**config.mk**
```make
export PLATFORM = sky130hd
export DESIGN_NAME = cell_filter_flat
export DESIGN_NICKNAME = d
export VERILOG_FILES = /design/src/rtl/cell_filter_if.sv /design/src/rtl/cell_filter.sv /design/src/flat_wrapper.sv
export SDC_FILE = /design/constraint.sdc
export NUM_CORES = 1
export LEC_CHECK = 0
export CORE_AREA = 2 2 131 133
export CTS_CLUSTER_SIZE = 16
export DETAILED_ROUTE_END_ITERATION = 10
export DIE_AREA = 0 0 133 135
export GPL_TIMING_DRIVEN = 0
export REMOVE_ABC_BUFFERS = 1
export SYNTH_ARGS = -nofsm -noshare
export SYNTH_HDL_FRONTEND = slang
export SYNTH_SLANG_ARGS = --single-unit
```
**constraint.sdc**
```tcl
create_clock -name iClk27 -period 3.35 [get_ports iClk27]
set_clock_uncertainty 0.15 [all_clocks]
set_input_delay 0.335 -clock iClk27 [delete_from_list [all_inputs] [get_ports iClk27]]
set_output_delay 0.335 -clock iClk27 [all_outputs]
set_load 0.005 [all_outputs]
```
**src/rtl/cell_filter_if.sv**
```systemverilog
// cell_filter_if: pixel-slot bundle between the 3x3 window generator and
// cell_filter.
//   iEn      pixel-slot enable
//   iSof     start of frame, qualified by iEn
//   iA..iI   3x3 window taps {R[2:0],G[2:0],B[2:0]}; A top-left, E centre
//   iBypass  per-pixel filter bypass (only with CELL_FILTER_BYPASS_EN)
//   oRGB     filtered pixel
//   oValid   high once the pipeline holds a real result
// Modports: master = window generator side, slave = cell_filter.
interface cell_filter_if;
  logic       iEn;
  logic       iSof;
  logic [8:0] iA, iB, iC, iD, iE, iF, iG, iH, iI;
`ifdef CELL_FILTER_BYPASS_EN
  logic       iBypass;
`endif
  logic [8:0] oRGB;
  logic       oValid;

  modport master (
`ifdef CELL_FILTER_BYPASS_EN
    output iBypass,
`endif
    output iEn, iSof, iA, iB, iC, iD, iE, iF, iG, iH, iI,
    input  oRGB, oValid
  );

  modport slave (
`ifdef CELL_FILTER_BYPASS_EN
    input  iBypass,
`endif
    input  iEn, iSof, iA, iB, iC, iD, iE, iF, iG, iH, iI,
    output oRGB, oValid
  );
endinterface

```
**src/rtl/cell_filter.sv**
```systemverilog
// cell_filter: 3x3 binomial blur (1 2 1 / 2 4 2 / 1 2 1, rounded >> 4) on
// each 3-bit channel of a 9-bit RGB pixel. Three pipeline stages, all
// advancing only on iEn. Pixels in the first two columns or rows of a frame
// pass the centre tap E through, since their windows hold stale line data.
// Ports:
//   iClk27  pixel clock
//   iRst    asynchronous, active-high reset
//   bus     cell_filter_if.slave (iEn, iSof, iA..iI, [iBypass], oRGB, oValid)
// Optional build macro: CELL_FILTER_BYPASS_EN adds iBypass, which forces
// the centre tap through for that pixel with unchanged latency.
module cell_filter #(
  parameter int WIDTH  = 640,
  parameter int HEIGHT = 480
) (
  input  logic         iClk27,
  input  logic         iRst,
  cell_filter_if.slave bus
);

  localparam int COL_W = $clog2(WIDTH);
  localparam int ROW_W = $clog2(HEIGHT);
  localparam logic [COL_W-1:0] COL_LAST = COL_W'(WIDTH - 1);
  localparam logic [ROW_W-1:0] ROW_LAST = ROW_W'(HEIGHT - 1);

  function automatic logic [4:0] row_sum(input logic [2:0] a, b, c);
    return 5'(a) + 5'({b, 1'b0}) + 5'(c);
  endfunction

  function automatic logic [6:0] col_sum(input logic [4:0] r0, r1, r2);
    return 7'(r0) + 7'({r1, 1'b0}) + 7'(r2);
  endfunction

  // Max total is 112, so (total + 8) fits 7 bits and the top 3 bits are
  // the rounded result without saturation.
  function automatic logic [2:0] round_div16(input logic [6:0] t);
    logic [6:0] s;
    s = t + 7'd8;
    return s[6:4];
  endfunction

  logic [COL_W-1:0] col_q, col_d, cur_col;
  logic [ROW_W-1:0] row_q, row_d, cur_row;
  logic [1:0]       fill_q, fill_d;
  logic             border, bypass;

  // S1: [channel][window row] row sums
  logic [2:0][2:0][4:0] s1_rows_q, s1_rows_d;
  logic [8:0]           s1_e_q, s1_e_d;
  logic                 s1_pass_q, s1_pass_d;
  // S2: per-channel weighted totals
  logic [2:0][6:0]      s2_total_q, s2_total_d;
  logic [8:0]           s2_e_q, s2_e_d;
  logic                 s2_pass_q, s2_pass_d;
  // S3
  logic [8:0]           rgb_q, rgb_d;

  // NOTE: every combinational output gets its hold value first so a path
  // that skips an assignment cannot infer a latch.
  always_comb begin
    col_d      = col_q;
    row_d      = row_q;
    fill_d     = fill_q;
    s1_rows_d  = s1_rows_q;
    s1_e_d     = s1_e_q;
    s1_pass_d  = s1_pass_q;
    s2_total_d = s2_total_q;
    s2_e_d     = s2_e_q;
    s2_pass_d  = s2_pass_q;
    rgb_d      = rgb_q;

    // A start-of-frame sample is (0,0) regardless of where the counters are.
    cur_col = bus.iSof ? '0 : col_q;
    cur_row = bus.iSof ? '0 : row_q;
    border  = (cur_col < COL_W'(2)) || (cur_row < ROW_W'(2));
`ifdef CELL_FILTER_BYPASS_EN
    bypass  = bus.iBypass;
`else
    bypass  = 1'b0;
`endif

    if (bus.iEn) begin
      if (bus.iSof) begin
        col_d  = COL_W'(1);
        row_d  = '0;
        fill_d = 2'd1;
      end else begin
        fill_d = (fill_q == 2'd3) ? 2'd3 : fill_q + 2'd1;
        if (col_q == COL_LAST) begin
          col_d = '0;
          row_d = (row_q == ROW_LAST) ? '0 : row_q + 1'b1;
        end else begin
          col_d = col_q + 1'b1;
        end
      end

      for (int ch = 0; ch < 3; ch++) begin
        s1_rows_d[ch][0] = row_sum(bus.iA[3*ch +: 3], bus.iB[3*ch +: 3], bus.iC[3*ch +: 3]);
        s1_rows_d[ch][1] = row_sum(bus.iD[3*ch +: 3], bus.iE[3*ch +: 3], bus.iF[3*ch +: 3]);
        s1_rows_d[ch][2] = row_sum(bus.iG[3*ch +: 3], bus.iH[3*ch +: 3], bus.iI[3*ch +: 3]);
        s2_total_d[ch]   = col_sum(s1_rows_q[ch][0], s1_rows_q[ch][1], s1_rows_q[ch][2]);
        rgb_d[3*ch +: 3] = round_div16(s2_total_q[ch]);
      end

      // Border and bypass both mean "emit E", so one carried flag serves both.
      s1_e_d    = bus.iE;
      s1_pass_d = border | bypass;
      s2_e_d    = s1_e_q;
      s2_pass_d = s1_pass_q;
      if (s2_pass_q) rgb_d = s2_e_q;
    end
  end

  // NOTE: state updates use non-blocking assignments so every register
  // samples the pre-edge values, independent of statement order.
  // The pipeline is a handful of flops (no RAM), so all of it is reset.
  always_ff @(posedge iClk27 or posedge iRst) begin
    if (iRst) begin
      col_q      <= '0;
      row_q      <= '0;
      fill_q     <= '0;
      s1_rows_q  <= '0;
      s1_e_q     <= '0;
      s1_pass_q  <= 1'b0;
      s2_total_q <= '0;
      s2_e_q     <= '0;
      s2_pass_q  <= 1'b0;
      rgb_q      <= '0;
    end else begin
      col_q      <= col_d;
      row_q      <= row_d;
      fill_q     <= fill_d;
      s1_rows_q  <= s1_rows_d;
      s1_e_q     <= s1_e_d;
      s1_pass_q  <= s1_pass_d;
      s2_total_q <= s2_total_d;
      s2_e_q     <= s2_e_d;
      s2_pass_q  <= s2_pass_d;
      rgb_q      <= rgb_d;
    end
  end

  assign bus.oRGB   = rgb_q;
  assign bus.oValid = (fill_q == 2'd3);

endmodule

```
**src/flat_wrapper.sv**
```systemverilog
// flat-port wrapper written by rule: the top's interface ports become plain ports
module cell_filter_flat 
#(
  parameter int WIDTH  = 640,
  parameter int HEIGHT = 480
)
  (iClk27, iRst, bus_iEn, bus_iSof, bus_iA, bus_iB, bus_iC, bus_iD, bus_iE, bus_iF, bus_iG, bus_iH, bus_iI, bus_oRGB, bus_oValid);
  cell_filter_if bus_i ();
  input  logic iClk27;
  input  logic iRst;
  input wire logic [$bits(bus_i.iEn)-1:0] bus_iEn;
  input wire logic [$bits(bus_i.iSof)-1:0] bus_iSof;
  input wire logic [$bits(bus_i.iA)-1:0] bus_iA;
  input wire logic [$bits(bus_i.iB)-1:0] bus_iB;
  input wire logic [$bits(bus_i.iC)-1:0] bus_iC;
  input wire logic [$bits(bus_i.iD)-1:0] bus_iD;
  input wire logic [$bits(bus_i.iE)-1:0] bus_iE;
  input wire logic [$bits(bus_i.iF)-1:0] bus_iF;
  input wire logic [$bits(bus_i.iG)-1:0] bus_iG;
  input wire logic [$bits(bus_i.iH)-1:0] bus_iH;
  input wire logic [$bits(bus_i.iI)-1:0] bus_iI;
  output wire logic [$bits(bus_i.oRGB)-1:0] bus_oRGB;
  output wire logic [$bits(bus_i.oValid)-1:0] bus_oValid;
  assign bus_i.iEn = bus_iEn;
  assign bus_i.iSof = bus_iSof;
  assign bus_i.iA = bus_iA;
  assign bus_i.iB = bus_iB;
  assign bus_i.iC = bus_iC;
  assign bus_i.iD = bus_iD;
  assign bus_i.iE = bus_iE;
  assign bus_i.iF = bus_iF;
  assign bus_i.iG = bus_iG;
  assign bus_i.iH = bus_iH;
  assign bus_i.iI = bus_iI;
  assign bus_oRGB = bus_i.oRGB;
  assign bus_oValid = bus_i.oValid;
  cell_filter #(.WIDTH(WIDTH), .HEIGHT(HEIGHT)) u_core (.iClk27(iClk27), .iRst(iRst), .bus(bus_i));
endmodule
```
Word level (Yosys, flattened, before mapping)
Index checks and enable logic that the tools add are counted.
- ROM bits: 0
- bits in writable memories: 0
- memories: 0
- latch bits: 0
- logic and storage cells: 68
- bits in registers: 116
- bits of input ports: 85
- add/subtract/negate cells: 30
- reductions and logical operators: 3
- magnitude comparators: 2
- bitwise gates (word level): 0
- equal/unequal tests: 3
- $mul: 0
- div/mod/pow operators: 0
- shift operators: 0
- multiplexer cells: 10
- operator list (operator ; number):
    3-bit by 4-bit adder with 5-bit output ; 9
    5-bit by 3-bit adder with 5-bit output ; 9
    9-bit two-way mux ; 5
    10-bit two-way mux ; 3
    5-bit by 6-bit adder with 7-bit output ; 3
    7-bit by 4-bit adder with 7-bit output (second input constant) ; 3
    7-bit by 5-bit adder with 7-bit output ; 3
    10-bit by 1-bit adder with 10-bit output (second input constant) ; 1
    10-bit == test (second input constant) ; 1
    10-bit by 2-bit less-than comparator with 1-bit output (second input constant) ; 1
    9-bit by 1-bit adder with 9-bit output (second input constant) ; 1
    9-bit == test (second input constant) ; 1
    9-bit by 2-bit less-than comparator with 1-bit output (second input constant) ; 1
    2-bit two-way mux ; 2
    2-bit by 1-bit adder with 2-bit output (second input constant) ; 1
    2-bit == test (second input constant) ; 1
    2-bit AND reduction ; 1
    2-bit nonzero test ; 1
    1-bit logical OR ; 1

Longest topological paths before layout
- word-level depth: 4
- depth in mapped cells: 8

Least setup slack after synthesis
OpenSTA, ideal clock, no wires.
- path kind: register -> register
- from: register u_core.s1_rows_q[32] in the netlist's numbering
- to: register u_core.s2_total_q[19] in the netlist's numbering
- buffers on the path: 0
- cell stages (with the launch flop): 9
- library setup time: 125 ps
- setup slack: 993 ps
- period minus slack after synthesis: 2357 ps
- arrival time: 2083 ps
- cells stage by stage: dfrtp_1 inv_1 fa_1 inv_1 ha_1 a41oi_1 o21ai_0 xor2_1 mux2_2
- cells in the longest elaborated chain, start to end: 2
- RTL lines (item ; line ; text):
    start, declared ; cell_filter.sv:47 ; logic [2:0][2:0][4:0] s1_rows_q, s1_rows_d;
    start signal, assigned ; cell_filter.sv:132 ; s1_rows_q <= s1_rows_d;
    5-bit by 6-bit adder with 7-bit output ; cell_filter.sv:30 ; return 7'(r0) + 7'({r1, 1'b0}) + 7'(r2);
    7-bit by 5-bit adder with 7-bit output ; cell_filter.sv:30 ;
    end signal, assigned ; cell_filter.sv:135 ; s2_total_q <= s2_total_d;
    end, declared ; cell_filter.sv:51 ; logic [2:0][6:0] s2_total_q, s2_total_d;
No other way between the ends.
A chain may end at the register's enable or synchronous reset.

Worst setup path in the final report
Ends and elaborated chain as after synthesis.

==> summary.txt <==
GRT
  • GRT Total Usage: between 10% and 20%
  • First-pass GRT wire length: approximately 21 mm
  • Initial antenna violation count: 0
  • Number of global-route vias before repair: 4536
  • GR Overflow Total: 0
  • Largest net degree at the start of global routing: 70

Pwr
  • Switching Fraction: roughly 32%
  • Combinational fraction of design power: between 30% and 40%
  • Cell area power density: roughly 560 mW/mm2
  • Worst VDD drop: between 0.2 and 0.3 mV
  • Sequential share of power: about two fifths
  • Clk pwr share: between 20 and 25%
  • LEAKAGE: between 3 and 4 nW
  • Internal: around 3 mW
  • Sw power: roughly 1.4 mW

Run
  • Max_cap viols: 0

Synthesis
  • Netlist cell types: 43
  • Post-synthesis simple-gate area fraction: 8.33%
  • Mean Syn Cell Area: about 11 um2
  • EDFF count, synth: 0
  • #FFs+latches synth: ~110
  • Area fraction in compound gates after synthesis: between 8 and 9%
  • Number of warnings issued by yosys: 0
  • Main combinational cell family by area after synthesis: adder cells
  • Post-Synth XOR/XNOR Area: under 10%
  • Cell area after synthesis: between 0.006 and 0.007 mm2
  • Register area share after synthesis: about two fifths
  • Post-synthesis adder-cell area fraction: about 22%
  • Cells after synthesis: 570
  • Synth Flop Type: dfrtp_1
  • Async SR Flop Fraction: 100%
  • Mux cell area share after synthesis: roughly a tenth

Worst setup path
  • Crit path arrival time: roughly 2.7 ns
  • R2R setup slack: roughly 0.77 ns
  • RR Endpoint: u_core.s2_total_q[19]$_DFFE_PP0P_
  • Worst path max stage delay: between 0.5 and 0.6 ns
  • CP endpoint kind: register
  • Peak fanout along the critical path: 3
  • CP required: ~3.4 ns
  • Buf/Inv on CP: 2
  • R2r worst-path depth: 8
  • Crit-path most repeated cell: inv_1
  • Worst path cell trace: inv_1 > fa_1 > inv_1 > ha_1 > a41oi_1 > o21ai_0 > xor2_1 > mux2_2
  • FF-to-FF Start: u_core.s1_rows_q[32]$_DFFE_PP0P_
  • Top delay family on crit path: adder cells
  • Setup crit start kind: register
  • Slowest stage cell, crit path: fa_1
  • Critical path type: register to register

STA
  • Period utilization: 77.0%
  • Setup Viol. Count Final: 0
  • Worst slew pin tran: about 0.7 ns
  • Tmin final: 2.58 ns
  • Hold WS: roughly 0.31 ns
  • Final worst slack: just under 0.8 ns
  • Relative slew slack: between 50% and 60%
  • FMAX: 0.388 GHz
  • Final Hold Vio Count: 0
  • Setup_tns: 0 ns
  • RSZ-0062 raised after global routing: false
  • Final Max Tran Viols: 0

Place
  • Port bufs: 94
  • Placer congestion estimate: about 0.79
  • Placed inst area: 0.00765 mm2
  • Dpl ws: around 0.6 ns
  • DP HPWL: about 8.9 mm

Clocking
  • Clock Path Buffers: 2
  • Clk sinks: about 110
  • H-tree depth: 3
  • CTS clk-pin slew, worst paths: ~0.070 ns
  • CTS tree: yes
  • Clk_lat worst skew: around 0.35 ns
  • TritonCTS buffer count: 9
  • Post_cts resized: 0
  • Clock Tree Root: clkbuf_16
  • # hold bufs at CTS: 0
  • Post-CTS setup repair buffer count: 0

Layout
  • Fin util: approximately half
  • Most frequent cells in the layout: dfrtp_1, clkdlybuf4s50_1, inv_1
  • N_diodes: 0
  • Design area: roughly 0.0079 mm2
  • Share of layout cells above drive strength 1: about an eighth
  • Final nets: ~830
  • Syn-to-layout area delta: 22.2%
  • Most common cell after layout, fill and taps aside: dfrtp_1

Drt
  • Drc violations: 0
  • Top layer in use: met4
  • DR WL met2: ~5.6 mm
  • Router iterations before antenna repair: 5
  • Wl on met1: 5.45 mm
  • Via density: between 4 and 5
  • Via Count: ~4.2k
  • WL final: 11.8 mm
  • DR iter-0 viols: ~140
  • Antenna Nets Post-Route: 0
  • Met3 routed WL: ~500 um
  • DR WL/cell: 13.3 um

Status
  • Status: completed

Floorplanning
  • Initial Util: between 30% and 40%
  • Die Span X: about 130 um
  • Ports: 95
  • Std-Cell Rows: 47
  • DIE AREA: 0.0180 mm2
  • Chip height: ~140 um
  • Std-Cell Core Area: ~0.016 mm2

Min path
  • Worst hold path type: input port to async pin
[stage by stage]
step | total power, mW | cells
after floorplan | 2.96 | 549
after global placement | 3.48 | 863
after detailed placement | 3.53 | 865
after CTS | 4.56 | 881
after global routing | 4.88 | 881
final | 4.48 | 881
[power groups by stage]
stage | Combinational (mW) | Clock (mW) | Sequential [mW]
after global placement | 1.63 | 0 | 1.85
after detailed placement | 1.66 | 0 | 1.86
final | 1.64 | 1.00 | 1.83
after CTS | 1.68 | 1.04 | 1.84
after floorplan | 1.16 | 0 | 1.80
after global routing | 1.90 | 1.10 | 1.89
[worst register-to-register path, stage by stage, from the launching register on]
cell,delay (ns)
dfrtp_1,0.35
inv_1,0.06
fa_1,0.53
inv_1,0.04
ha_1,0.28
a41oi_1,0.39
o21ai_0,0.23
xor2_1,0.18
mux2_2,0.27
[layer usage]
| layer | vias up | global-route usage, % |
|---|---|---|
| met1 | 2036 | 18.5 |
| met2 | 77 | 24.4 |
| met4 | 0 | 4.24 |
| met3 | 17 | 3.53 |
| met5 | - | 0 |
| li1 | 2111 | - |
[kinds of logic (layout without fill, tap and decap cells)]
| kind of cell | after synthesis | in the layout |
|---|---|---|
| multiplexers | 60 | 60 |
| XOR/XNOR | 30 | 30 |
| flip-flops | 107 | 107 |
| adder cells (fa/ha/maj) | 92 | 92 |
| AO/OA/AOI/OAI | 89 | 89 |
| AND/OR/NAND/NOR | 110 | 110 |
| buffers and inverters | 82 | 173 |
[Yosys cell counts (2+ instances only)]
library cell    n  area share (%)
a21o_1         11             1.3
buf_2           6            0.46
inv_1          61             3.5
o21ai_0        16             1.2
a21oi_1        39             3.0
buf_6           3            0.52
and2_1          3            0.29
dfrtp_1       107              41
xnor2_1        16             2.2
nor4_1          3            0.29
o21a_1          3            0.35
o2bb2ai_1       3            0.41
and3_2          2            0.23
nor2_1         41             2.4
o31ai_1         2            0.23
mux2i_1         7             1.1
clkbuf_1       10            0.58
and4_1          4            0.54
nor3_1          6            0.46
a31oi_1         5            0.48
and4b_1         2            0.31
nand4_1         5            0.48
nand3_1        10            0.77
mux2_2         53             9.2
xor2_1         14             1.9
a41oi_1         3            0.41
fa_1           39              12
ha_1           53              10
o21bai_1        2            0.23
and3_1          3            0.29
nand2_1        25             1.4
buf_1           2            0.12
[state kept, by name (all words and copies together) (netlist names)]
name / flops
u_core.s1_rows_q: 45
u_core.s2_total_q: 12
u_core.col_q: 10
u_core.bus.oRGB: 9
u_core.row_q: 9
u_core.s1_e_q: 9
u_core.s2_e_q: 9
u_core.fill_q: 2
u_core.s1_pass_q: 1
u_core.s2_pass_q: 1
[layout make-up]
type / count / area, um2
clock buffers: 11 / 243
clock inverters: 5 / 37.5
fillers: 1488 / 8480
inverters: 61 / 231
multi-input cells: 381 / 3470
flip-flops and latches: 107 / 2680
well taps: 220 / 275
repair buffers: 96 / 993
[how the worst max path moves through the flow]
stage / startpoint / end / slack [ns] / cells past startpoint
floorplan: iRst / u_core.bus.oRGB[0]$_DFFE_PP0P_ / 0.05 / 1
global placement: bus_iEn / u_core.s2_total_q[6]$_DFFE_PP0P_ / -2.78 / 3
detailed placement: bus_iE[3] / u_core.s1_rows_q[23]$_DFFE_PP0P_ / 0.61 / 9
CTS: u_core.s1_rows_q[32]$_DFFE_PP0P_ / u_core.s2_total_q[19]$_DFFE_PP0P_ / 0.71 / 8
global route: u_core.s1_rows_q[32]$_DFFE_PP0P_ / u_core.s2_total_q[19]$_DFFE_PP0P_ / 0.62 / 8
finish: u_core.s1_rows_q[32]$_DFFE_PP0P_ / u_core.s2_total_q[19]$_DFFE_PP0P_ / 0.77 / 8
No activity file was read; power rests on OpenSTA's default activity.
